**src/rtl/link_arbiter.sv**
```systemverilog
// Burst-locked round-robin arbiter sharing one 4-phase req/ack byte link among N masters.
// Grant registers one cycle after request; optional watchdog built with ARB_TIMEOUT_EN.
module link_arbiter #(
  parameter int N_MASTERS   = 2,
  parameter int DATA_W      = 8,
  parameter int TIMEOUT_CYC = 64
) (
  input  logic                          clk,
  input  logic                          rst_n,
  input  logic [N_MASTERS-1:0]          m_req,
  input  logic [N_MASTERS*DATA_W-1:0]   m_data,
  input  logic [N_MASTERS-1:0]          m_done,
  output logic [N_MASTERS-1:0]          m_ack,
  output logic                          s_req,
  output logic [DATA_W-1:0]             s_data,
  input  logic                          s_ack,
  output logic [N_MASTERS-1:0]          grant,
  output logic                          busy,
  output logic                          timeout
);

  localparam int IDX_W = (N_MASTERS > 1) ? $clog2(N_MASTERS) : 1;

  typedef enum logic [1:0] {IDLE, GRANT, DRAIN} state_t;

  state_t               state_q, state_d;
  logic [N_MASTERS-1:0] grant_q, grant_d;
  logic [IDX_W-1:0]     gidx_q, gidx_d;
  logic [IDX_W-1:0]     rr_q, rr_d;
  logic [IDX_W-1:0]     pick_idx, cand;
  logic                 pick_vld;
  logic                 to_hit;

  // Scan farthest-to-nearest from rr so the nearest requester after rr wins.
  always_comb begin
    pick_vld = 1'b0;
    pick_idx = '0;
    cand     = '0;
    for (int k = N_MASTERS; k >= 1; k--) begin
      cand = IDX_W'((int'(rr_q) + k) % N_MASTERS);
      if (m_req[cand]) begin
        pick_vld = 1'b1;
        pick_idx = cand;
      end
    end
  end

  always_ff @(posedge clk) begin
    if (!rst_n) begin
      state_q <= IDLE;
      grant_q <= '0;
      gidx_q  <= '0;
      rr_q    <= IDX_W'(N_MASTERS - 1);
    end else begin
      state_q <= state_d;
      grant_q <= grant_d;
      gidx_q  <= gidx_d;
      rr_q    <= rr_d;
    end
  end

  always_comb begin
    state_d = state_q;
    grant_d = grant_q;
    gidx_d  = gidx_q;
    rr_d    = rr_q;
    case (state_q)
      IDLE: begin
        if (pick_vld) begin
          state_d = GRANT;
          gidx_d  = pick_idx;
          grant_d = N_MASTERS'(1) << pick_idx;
        end
      end
      GRANT: begin
        if (m_done[gidx_q]) state_d = DRAIN;
      end
      DRAIN: begin
        // Release only once the link is quiescent so the next owner starts clean.
        if (!s_ack && !m_req[gidx_q]) begin
          state_d = IDLE;
          grant_d = '0;
          rr_d    = gidx_q;
        end
      end
      default: begin
        state_d = IDLE;
        grant_d = '0;
      end
    endcase
    if (to_hit) begin
      state_d = IDLE;
      grant_d = '0;
      rr_d    = gidx_q;
    end
  end

  always_comb begin
    s_data = '0;
    for (int i = 0; i < N_MASTERS; i++) begin
      if (grant_q[i]) s_data = m_data[i*DATA_W +: DATA_W];
    end
    s_req = |(grant_q & m_req);
    m_ack = grant_q & {N_MASTERS{s_ack}};
    grant = grant_q;
    busy  = (state_q != IDLE);
  end

`ifdef ARB_TIMEOUT_EN
  localparam int TO_W = $clog2(TIMEOUT_CYC + 1);

  logic [TO_W-1:0] cnt_q, cnt_d;
  logic            s_req_q, s_ack_q;
  logic            link_edge;

  always_ff @(posedge clk) begin
    if (!rst_n) begin
      cnt_q   <= '0;
      s_req_q <= 1'b0;
      s_ack_q <= 1'b0;
    end else begin
      cnt_q   <= cnt_d;
      s_req_q <= s_req;
      s_ack_q <= s_ack;
    end
  end

  // Counter holds the number of consecutive quiet cycles while the link is owned.
  always_comb begin
    link_edge = (s_req != s_req_q) || (s_ack != s_ack_q);
    cnt_d     = '0;
    if (state_q != IDLE && !link_edge) cnt_d = cnt_q + 1'b1;
    to_hit    = (cnt_d == TO_W'(TIMEOUT_CYC));
  end

  assign timeout = to_hit;
`else
  logic unused_timeout_cfg;
  assign unused_timeout_cfg = ^TIMEOUT_CYC;
  assign to_hit  = 1'b0;
  assign timeout = 1'b0;
`endif

endmodule

```
**config.mk**
```make
export PLATFORM = sky130hd
export DESIGN_NAME = link_arbiter
export DESIGN_NICKNAME = d
export VERILOG_FILES = /design/src/rtl/link_arbiter.sv
export SDC_FILE = /design/constraint.sdc
export NUM_CORES = 1
export LEC_CHECK = 0
export CORE_UTILIZATION = 32
export CTS_BUF_LIST = sky130_fd_sc_hd__clkbuf_4
export CTS_CLUSTER_DIAMETER = 30
export DETAILED_ROUTE_END_ITERATION = 8
export PLACE_DENSITY_LB_ADDON = 0.12
export SYNTH_ARGS = -nofsm -noshare
export SYNTH_HDL_FRONTEND = slang
export SYNTH_SLANG_ARGS = --single-unit
```
**constraint.sdc**
```tcl
create_clock -name clk -period 1.3 [get_ports clk]
set_input_delay 0.26 -clock clk [delete_from_list [all_inputs] [get_ports clk]]
set_output_delay 0.26 -clock clk [all_outputs]
set_load 0.1 [all_outputs]
```
# After elaboration in Yosys (flattened, before gate mapping)
# Index checks and enable logic that the tools add are counted.
totals:
  wordCells: 48
  output_inout_bits: 15
  in_bits: 23
  ff_bits: 6
op_classes:
  bitwise: 3
  shift: 1
  reduce_logical: 10
  order_cmp: 3
  n_eq_ne: 5
  muxes: 20
  n_addsub: 2
op_table:
  columns: ["cell", "n"]
  rows:
  - ["$mux W8", 2]
  - ["$mux W1", 12]
  - ["$pmux W2 S3", 2]
  - ["$mux W2", 4]
  - ["$lt A1 B2 Y1 const B", 3]
  - ["$ne A2 B2 Y1 const B", 3]
  - ["$reduce_and A3 Y1", 2]
  - ["$and A2 B2 Y2", 2]
  - ["$reduce_and A2 Y1", 2]
  - ["$add A1 B1 Y1 const B", 2]
  - ["$eq A2 B1 Y1 const B", 1]
  - ["$eq A2 B2 Y1 const B", 1]
  - ["$logic_not A1 Y1", 2]
  - ["$logic_not A2 Y1", 1]
  - ["$reduce_bool A2 Y1", 1]
  - ["$reduce_or A2 Y1", 1]
  - ["$shl A1 B1 Y2 const A", 1]
  - ["$logic_and A1 B1 Y1", 1]
  - ["$not A1 Y1", 1]

# Depth between registers and ports, before layout
# Gate-level depths: netlist of run 1.
logic_depth:
  depth_word: 8
  mapped_depth: 4
  ltp_nobuf: 3

# Worst setup path after synthesis of run 1
# OpenSTA, ideal clock, no wires.
synth_path:
  path_kind: "flip-flop to output port"
  from: "register grant_q[0], in the netlist grant[0]"
  to: "output port s_data[0]"
  setup_slack_ns: -1.191
  required_time_ns: 1.040
  path_stages_with_launch: 4
  n_path_buf: 1
  arrival_time_ns: 2.231
  cell_sequence: "dfxtp_1 > nor2b_1 > clkbuf_1 > a22o_1"
synth_between:
  elab_chain_len: 2
synth_lines:
  columns: ["item", "line", "rtl"]
  rows:
  - ["from (decl)", "27", "logic [N_MASTERS-1:0] grant_q, grant_d;"]
  - ["from (signal assigned)", "56", "grant_q <= grant_d;"]
  - ["$mux W8 (2 in a row)", "101", "if (grant_q[i]) s_data = m_data[i*DATA_W +: DATA_W];"]
  - ["to (decl)", "15", "output logic [DATA_W-1:0] s_data,"]
# No other way between the ends.

# Final worst setup path of run 1
layout_path:
  from: "register grant_q[0], in the netlist grant[0]"
  to: "output port s_data[6]"
# The elaborated chain is that of the path after synthesis.

==> results.ini, run 1 <==
[place]
io_buffer_count=36
place_area_mm2=0.00109
place.gp.congestion=0.865
dpl.hpwl_um=1510

[floorplanning]
row_count=13
start_util_pct=34.4
die_w_um=39.4
die-area_mm2=0.00155
ioPinCount=38
core_area_mm2=0.00130
die_h_um=39.4

[worst_hold_path]
hold_path.class=primary input to flip-flop
min_delay_path_depth=2
hold_path.startpoint=m_req[1]

[clock_tree]
root_buffer=clkbuf_4
cts.sinks=6
htree_levels=1
numCtsBuffers=3
clk_pin_slew_worst_paths_ns=0.06
cts_tree=built
clockBufferDepth=2
clock_latency_ns=0.25

[logic_synthesis]
ys_warn_count=0
syn_inst=51
synth.cell_area_um2=448
synth.avg_cell_area_um2=8.78
async_flop_share_pct=0
synth_cell_types=26
ys.flop_type=dfxtp_1
ys_seq_area_share_pct=26.8
syn_nets=74
synth_edf_count=0
synthTopCellsByArea=dfxtp_1 27%, a22o_1 18%, a21boi_0 5.0%
synth_top_area_share_pct=26.8
yosys.area.top_type=dfxtp_1
ys_ff_latch=6

[critical_path]
reg2reg_from=state_q[0]$_SDFFE_PN0P_
critical_path.cell_chain=nor2b_4 -> buf_6 -> a22o_4 -> buf_12
crit_required_ns=1.04
crit_path_max_fanout=5
crit_cells=4
cp.arrival_ns=1.25
critPathLaunchType=flip-flop
crit_path_max_incr_delay_ns=0.34
crit_path_end_kind=output pin
critical_path.startpoint=grant[0]$_SDFFE_PN0P_
cp_num_buf_inv=2
critPathSlowestCell=dfxtp_4
rr_worst_depth=4
critPathTopFamily=flip-flops
critPathKind=flip-flop to output pin

[timing]
min_period_ns=1.51
worst_slack_ns=-0.208
fin_skew_ns=0.00302
hold_ws_ns=0.527
slew_viol_final=0
rsz0062_at_grt=true
period_share_pct=116
setup-violations-final=11
hold_viol_final=0
setup_tns_ns=-1.81
max_freq_mhz=663

[detailed_routing]
final_antenna_net_count=0
route.detailed.drc=0
drt-total-wl_um=2530
dr.pass1.iters=4
post_drt_wl_per_cell_um=21.6
via_per_inst=5.75
dr.first_iter.drc_count=33
via_count=673

[layout]
fill_cells=41
layout.nets=126
num_antenna_cells=0
drive_gt1_share_pct=55.9
layout_commonest_cell=clkdlybuf4s50_1
design_area_mm2=0.00122
areaGrowthSynthToFinish_pct=172
mostFrequentLayoutCells=19 x clkdlybuf4s50_1, 14 x buf_12, 11 x buf_4

[status]
status=finished, violations left
violations=setup timing

[global_routing]
gr-usage-all-layers_pct=36.2
grt_overflow=0
grt_start_max_net_pins=9
grt_pass1_wl_um=3520
busiest_layer=met2
grt_use_met2_pct=65.6
gr-usage-met3_pct=13.1
grtUsageMet1_pct=36.7
antenna_found_initial=0
grt_pass1_vias=677

[power_and_ir_drop]
leakage_nw=0.530
irDropWorstVdd_mv=0.776
power_density_mw_per_mm2=1050

[flow_run]
max-cap-violations=0

-- synthesized netlist by cell type (2+ instances only) --
library cell / n
mux2_2: 2
inv_1: 3
nand3_1: 2
dfxtp_1: 6
a22o_1: 9
clkbuf_1: 2
o21ai_0: 2
a21boi_0: 3
and2_1: 2
nand2_1: 2
and2b_1: 2
nor2b_1: 2
-- cell families after synthesis --
group                  Yosys count  share of synthesized area, %
DFF                              6                          26.8
AOI/OAI and AO/OA               21                          38.0
and+or+nand+nor                 14                          20.9
buffers and inverters            7                          8.38
muxes                            2                          5.03
other                            1                         0.837
-- per-stage QoR --
stage	total power [mW]	cells	util, %	worst slack [ns]
6_report	1.27	117	93.5	-0.208
5_1_grt	1.32	117	93.5	-0.242
2_1_floorplan	0.694	51	-	-0.158
3_5_place_dp	0.989	105	84.0	-0.304
3_3_place_gp	0.977	105	84.0	-0.184
4_1_cts	1.25	116	91.8	-0.192
-- area by class of cell --
| type | count | area, µm² | share of cell area [%] |
|---|---|---|---|
| clock buffer | 4 | 30.0 | 2.47 |
| sequential | 6 | 135 | 11.1 |
| tap | 15 | 18.8 | 1.54 |
| inverter | 3 | 11.3 | 0.926 |
| multi-input combinational | 38 | 397 | 32.6 |
| timing repair buffer | 51 | 624 | 51.3 |
-- final timing paths --
kind | endpoint | slack [ns]
worst max-delay path | s_data[6] | -0.21
worst min-delay path | state_q[0]$_SDFFE_PN0P_ | 0.53
worst max register to register | rr_q$_SDFFE_PN1P_ | 0.02
worst min register to register | rr_q$_SDFFE_PN1P_ | 0.54
-- layer usage --
metal / vias up / part of all wire [%]
met1: 331 / 35
li1: 291 / -
met3: 8 / 8.0
met2: 43 / 54
met4: 0 / 2.6
met5: - / 0
-- power breakdown --
part / internal [mW] / total [mW] / switching (mW)
registers: 0.199 / 0.214 / 0.0146
logic: 0.355 / 0.837 / 0.481
clock network: 0.138 / 0.222 / 0.0842
total: 0.692 / 1.27 / 0.580
-- registers in the layout, indices dropped and copies added (netlist names) --
register and cells:
grant 2, gidx_q 1, state_q 2, rr_q 1
-- repair_timing --
action | CTS | global route
endpoints found under the setup margin | 14 | 14
hold buffers | 0 | 0
pin swaps | 2 | 0
setup buffers | 7 | 1
resized for setup | 11 | 4
Power figures use the tool's default switching activity.
==> inputs of run 2 (changes only) <==
--- a/config.mk
+++ b/config.mk
@@ -5,7 +5,7 @@
 export SDC_FILE = /design/constraint.sdc
 export NUM_CORES = 1
 export LEC_CHECK = 0
-export CORE_UTILIZATION = 32
+export CORE_UTILIZATION = 34
 export CTS_BUF_LIST = sky130_fd_sc_hd__clkbuf_4
 export CTS_CLUSTER_DIAMETER = 30
 export DETAILED_ROUTE_END_ITERATION = 8
==> constraint.sdc (replaced) <==
create_clock -name clk -period 1.9 [get_ports clk]
set_input_delay 0.38 -clock clk [delete_from_list [all_inputs] [get_ports clk]]
set_output_delay 0.38 -clock clk [all_outputs]
set_load 0.1 [all_outputs]
==> run 2 against run 1 <==
  * The flow now finishes without violations
  * Highest routed layer unchanged
  * Power shrank 41%
  * Worst hold slack lost 0.034 ns
  * Critical endpoint is now s_req
  * Non-clock buffer count shrank 13
  * Worst setup slack gained 0.36 ns
  * Wire length shrank 39%
  * First-iteration DRC count shrank 73%
  * Via count shrank 16%
==> results.ini, run 2 (synthesis gave the netlist of run 1 again) <==
[layout]
fin_util_pct=84.7  ; -8.7 points
drive_gt1_share_pct=39.8  ; -16 points
fill_cells=72  ; +76%
num_antenna_cells=0  ; unchanged
mostFrequentLayoutCells=22 x clkdlybuf4s50_1, 14 x buf_12, 9 x a22o_2
areaGrowthSynthToFinish_pct=122
instances_no_fill=102  ; -13%
layout.nets=113  ; -10%
seqCellArea_um2=123  ; -9.3%
layout_commonest_cell=clkdlybuf4s50_1
multi_input_area_um2=303  ; -24%

[critical_path]
cp_num_buf_inv=2  ; unchanged
critical_path.cell_chain=clkdlybuf4s50_1 -> a22o_2 -> buf_12
crit_path_end_kind=output pin
cp.arrival_ns=1.37  ; +0.12 ns
critPathTopFamily=buffers and inverters
reg2reg_from=gidx_q$_SDFFE_PN0P_
rr_worst_depth=3  ; -1
r2r-end=state_q[1]$_SDFFE_PN0P_
critPathSlowestCell=clkdlybuf4s50_1
crit_required_ns=1.52  ; +0.48 ns
critPathKind=primary input to output pin
critPathLaunchType=primary input
r2r_slack_ns=0.51  ; +0.49 ns
crit_path_max_fanout=6  ; +1
crit_path_max_incr_delay_ns=0.50  ; +0.16 ns

[clock_tree]
cts_tree=built
htree_levels=1  ; unchanged
post_cts_buffers=0  ; -7
numCtsBuffers=3  ; unchanged
hold_buffers=0  ; unchanged
root_buffer=clkbuf_4
clockBufferDepth=2  ; unchanged
clock_latency_ns=0.25  ; about the same
cts.sinks=6  ; unchanged
ctsResizeCount=0  ; -11
clk_pin_slew_worst_paths_ns=0.05  ; about the same

[detailed_routing]
final_antenna_net_count=0  ; unchanged
post_drt_wl_per_cell_um=15.1  ; -30%
dr.pass1.iters=4  ; unchanged
via_count=567  ; -16%
drt-total-wl_um=1550  ; -39%
dr.first_iter.drc_count=9  ; -73%
via_per_inst=5.56  ; -3.4%
route.detailed.drc=0  ; unchanged

[global_routing]
grt_pass1_wl_um=2280  ; -35%
grt_overflow=0  ; unchanged
grt_pass1_vias=534  ; -21%
grt_start_max_net_pins=14  ; +5
antenna_found_initial=0  ; unchanged
gr-usage-all-layers_pct=23.2  ; -13 points

[place]
dpl.hpwl_um=1250  ; -18%
place.gp.congestion=0.798  ; -7.8%
dp_cells=99  ; -5.7%
io_buffer_count=36  ; unchanged

[status]
status=complete, no violations

[timing]
fin_skew_ns=0.00816  ; +0.00514 ns
max_freq_mhz=571
slew_viol_final=0  ; unchanged
period_share_pct=92.2
hold_viol_final=0  ; unchanged
min_period_ns=1.75
rsz0062_at_grt=false
setup-violations-final=0  ; -11

[floorplanning]
start_util_pct=38.2  ; +3.8 points
die-area_mm2=0.00147  ; -5.6%
ioPinCount=38  ; unchanged
row_count=12  ; -1
die_w_um=38.3  ; -2.8%
core_area_mm2=0.00117  ; -10%
die_h_um=38.3  ; -2.8%

[power_and_ir_drop]
leakage_nw=0.395  ; -25%
power_density_mw_per_mm2=754  ; -28%
irDropWorstVdd_mv=0.535  ; -31%
power.total_mw=0.748  ; -41%

[worst_hold_path]
min_delay_path_depth=2  ; unchanged
hold_path.class=flip-flop to flip-flop
hold_end=rr_q$_SDFFE_PN1P_
hold_path.startpoint=rr_q$_SDFFE_PN1P_

[flow_run]
max-cap-violations=0  ; unchanged

## run 2: changes by cell type in the layout (fill, tap and decap cells not counted), sizes merged
| cell | change |
|---|---|
| clkbuf | -1 |
| buf | -13 |
| dlygate4sd2 | -3 |
| clkdlybuf4s50 | +3 |
## run 2: area by class of cell
cell class | count | share of cell area, %
well taps | 14 | 1.77
multi-input cells | 38 | 30.5
clock buffers | 3 | 2.27
flip-flops and latches | 6 | 12.4
repair buffers | 38 | 52.0
inverters | 3 | 1.13
## run 2: how the worst max path moves through the flow
stage	endpoint	start	depth (start not counted)
2_1_floorplan	s_data[0]	grant[0]$_SDFFE_PN0P_	3
3_3_place_gp	s_req	m_req[0]	3
3_5_place_dp	state_q[1]$_SDFFE_PN0P_	m_req[0]	4
4_1_cts	s_req	m_req[0]	3
5_1_grt	s_req	m_req[0]	3
6_report	s_req	m_req[0]	3
## run 2: worst reg2reg max path, stage by stage, from the launching register on
cell and delay, ns:
dfxtp_1 0.39, mux2_2 0.38, o21ai_0 0.32, a21boi_0 0.16
## run 2: through the flow
stage	setup WS [ns]	cell area (µm²)	hold slack, ns	TNS [ns]
floorplan	-0.0825	463	0.452	-0.660
global placement	0.176	970	0.480	0
detailed placement	0.105	970	0.491	0
CTS	0.158	992	0.496	0
global route	0.0929	992	0.518	0
finish	0.148	992	0.493	0
## run 2: routing by layer
metal | global-route usage, % | wire [µm] | share of wire [%]
met1 | 19.6 | 524 | 34
met2 | 46.6 | 768 | 50
met3 | 9.30 | 221 | 14
met4 | 8.04 | 30 | 1.9
met5 | 0 | 0 | 0
## run 2: power by group
group          total (mW)  internal (mW)  switching, mW
logic               0.476          0.192          0.284
clock network       0.119         0.0716         0.0478
registers           0.153          0.137         0.0153
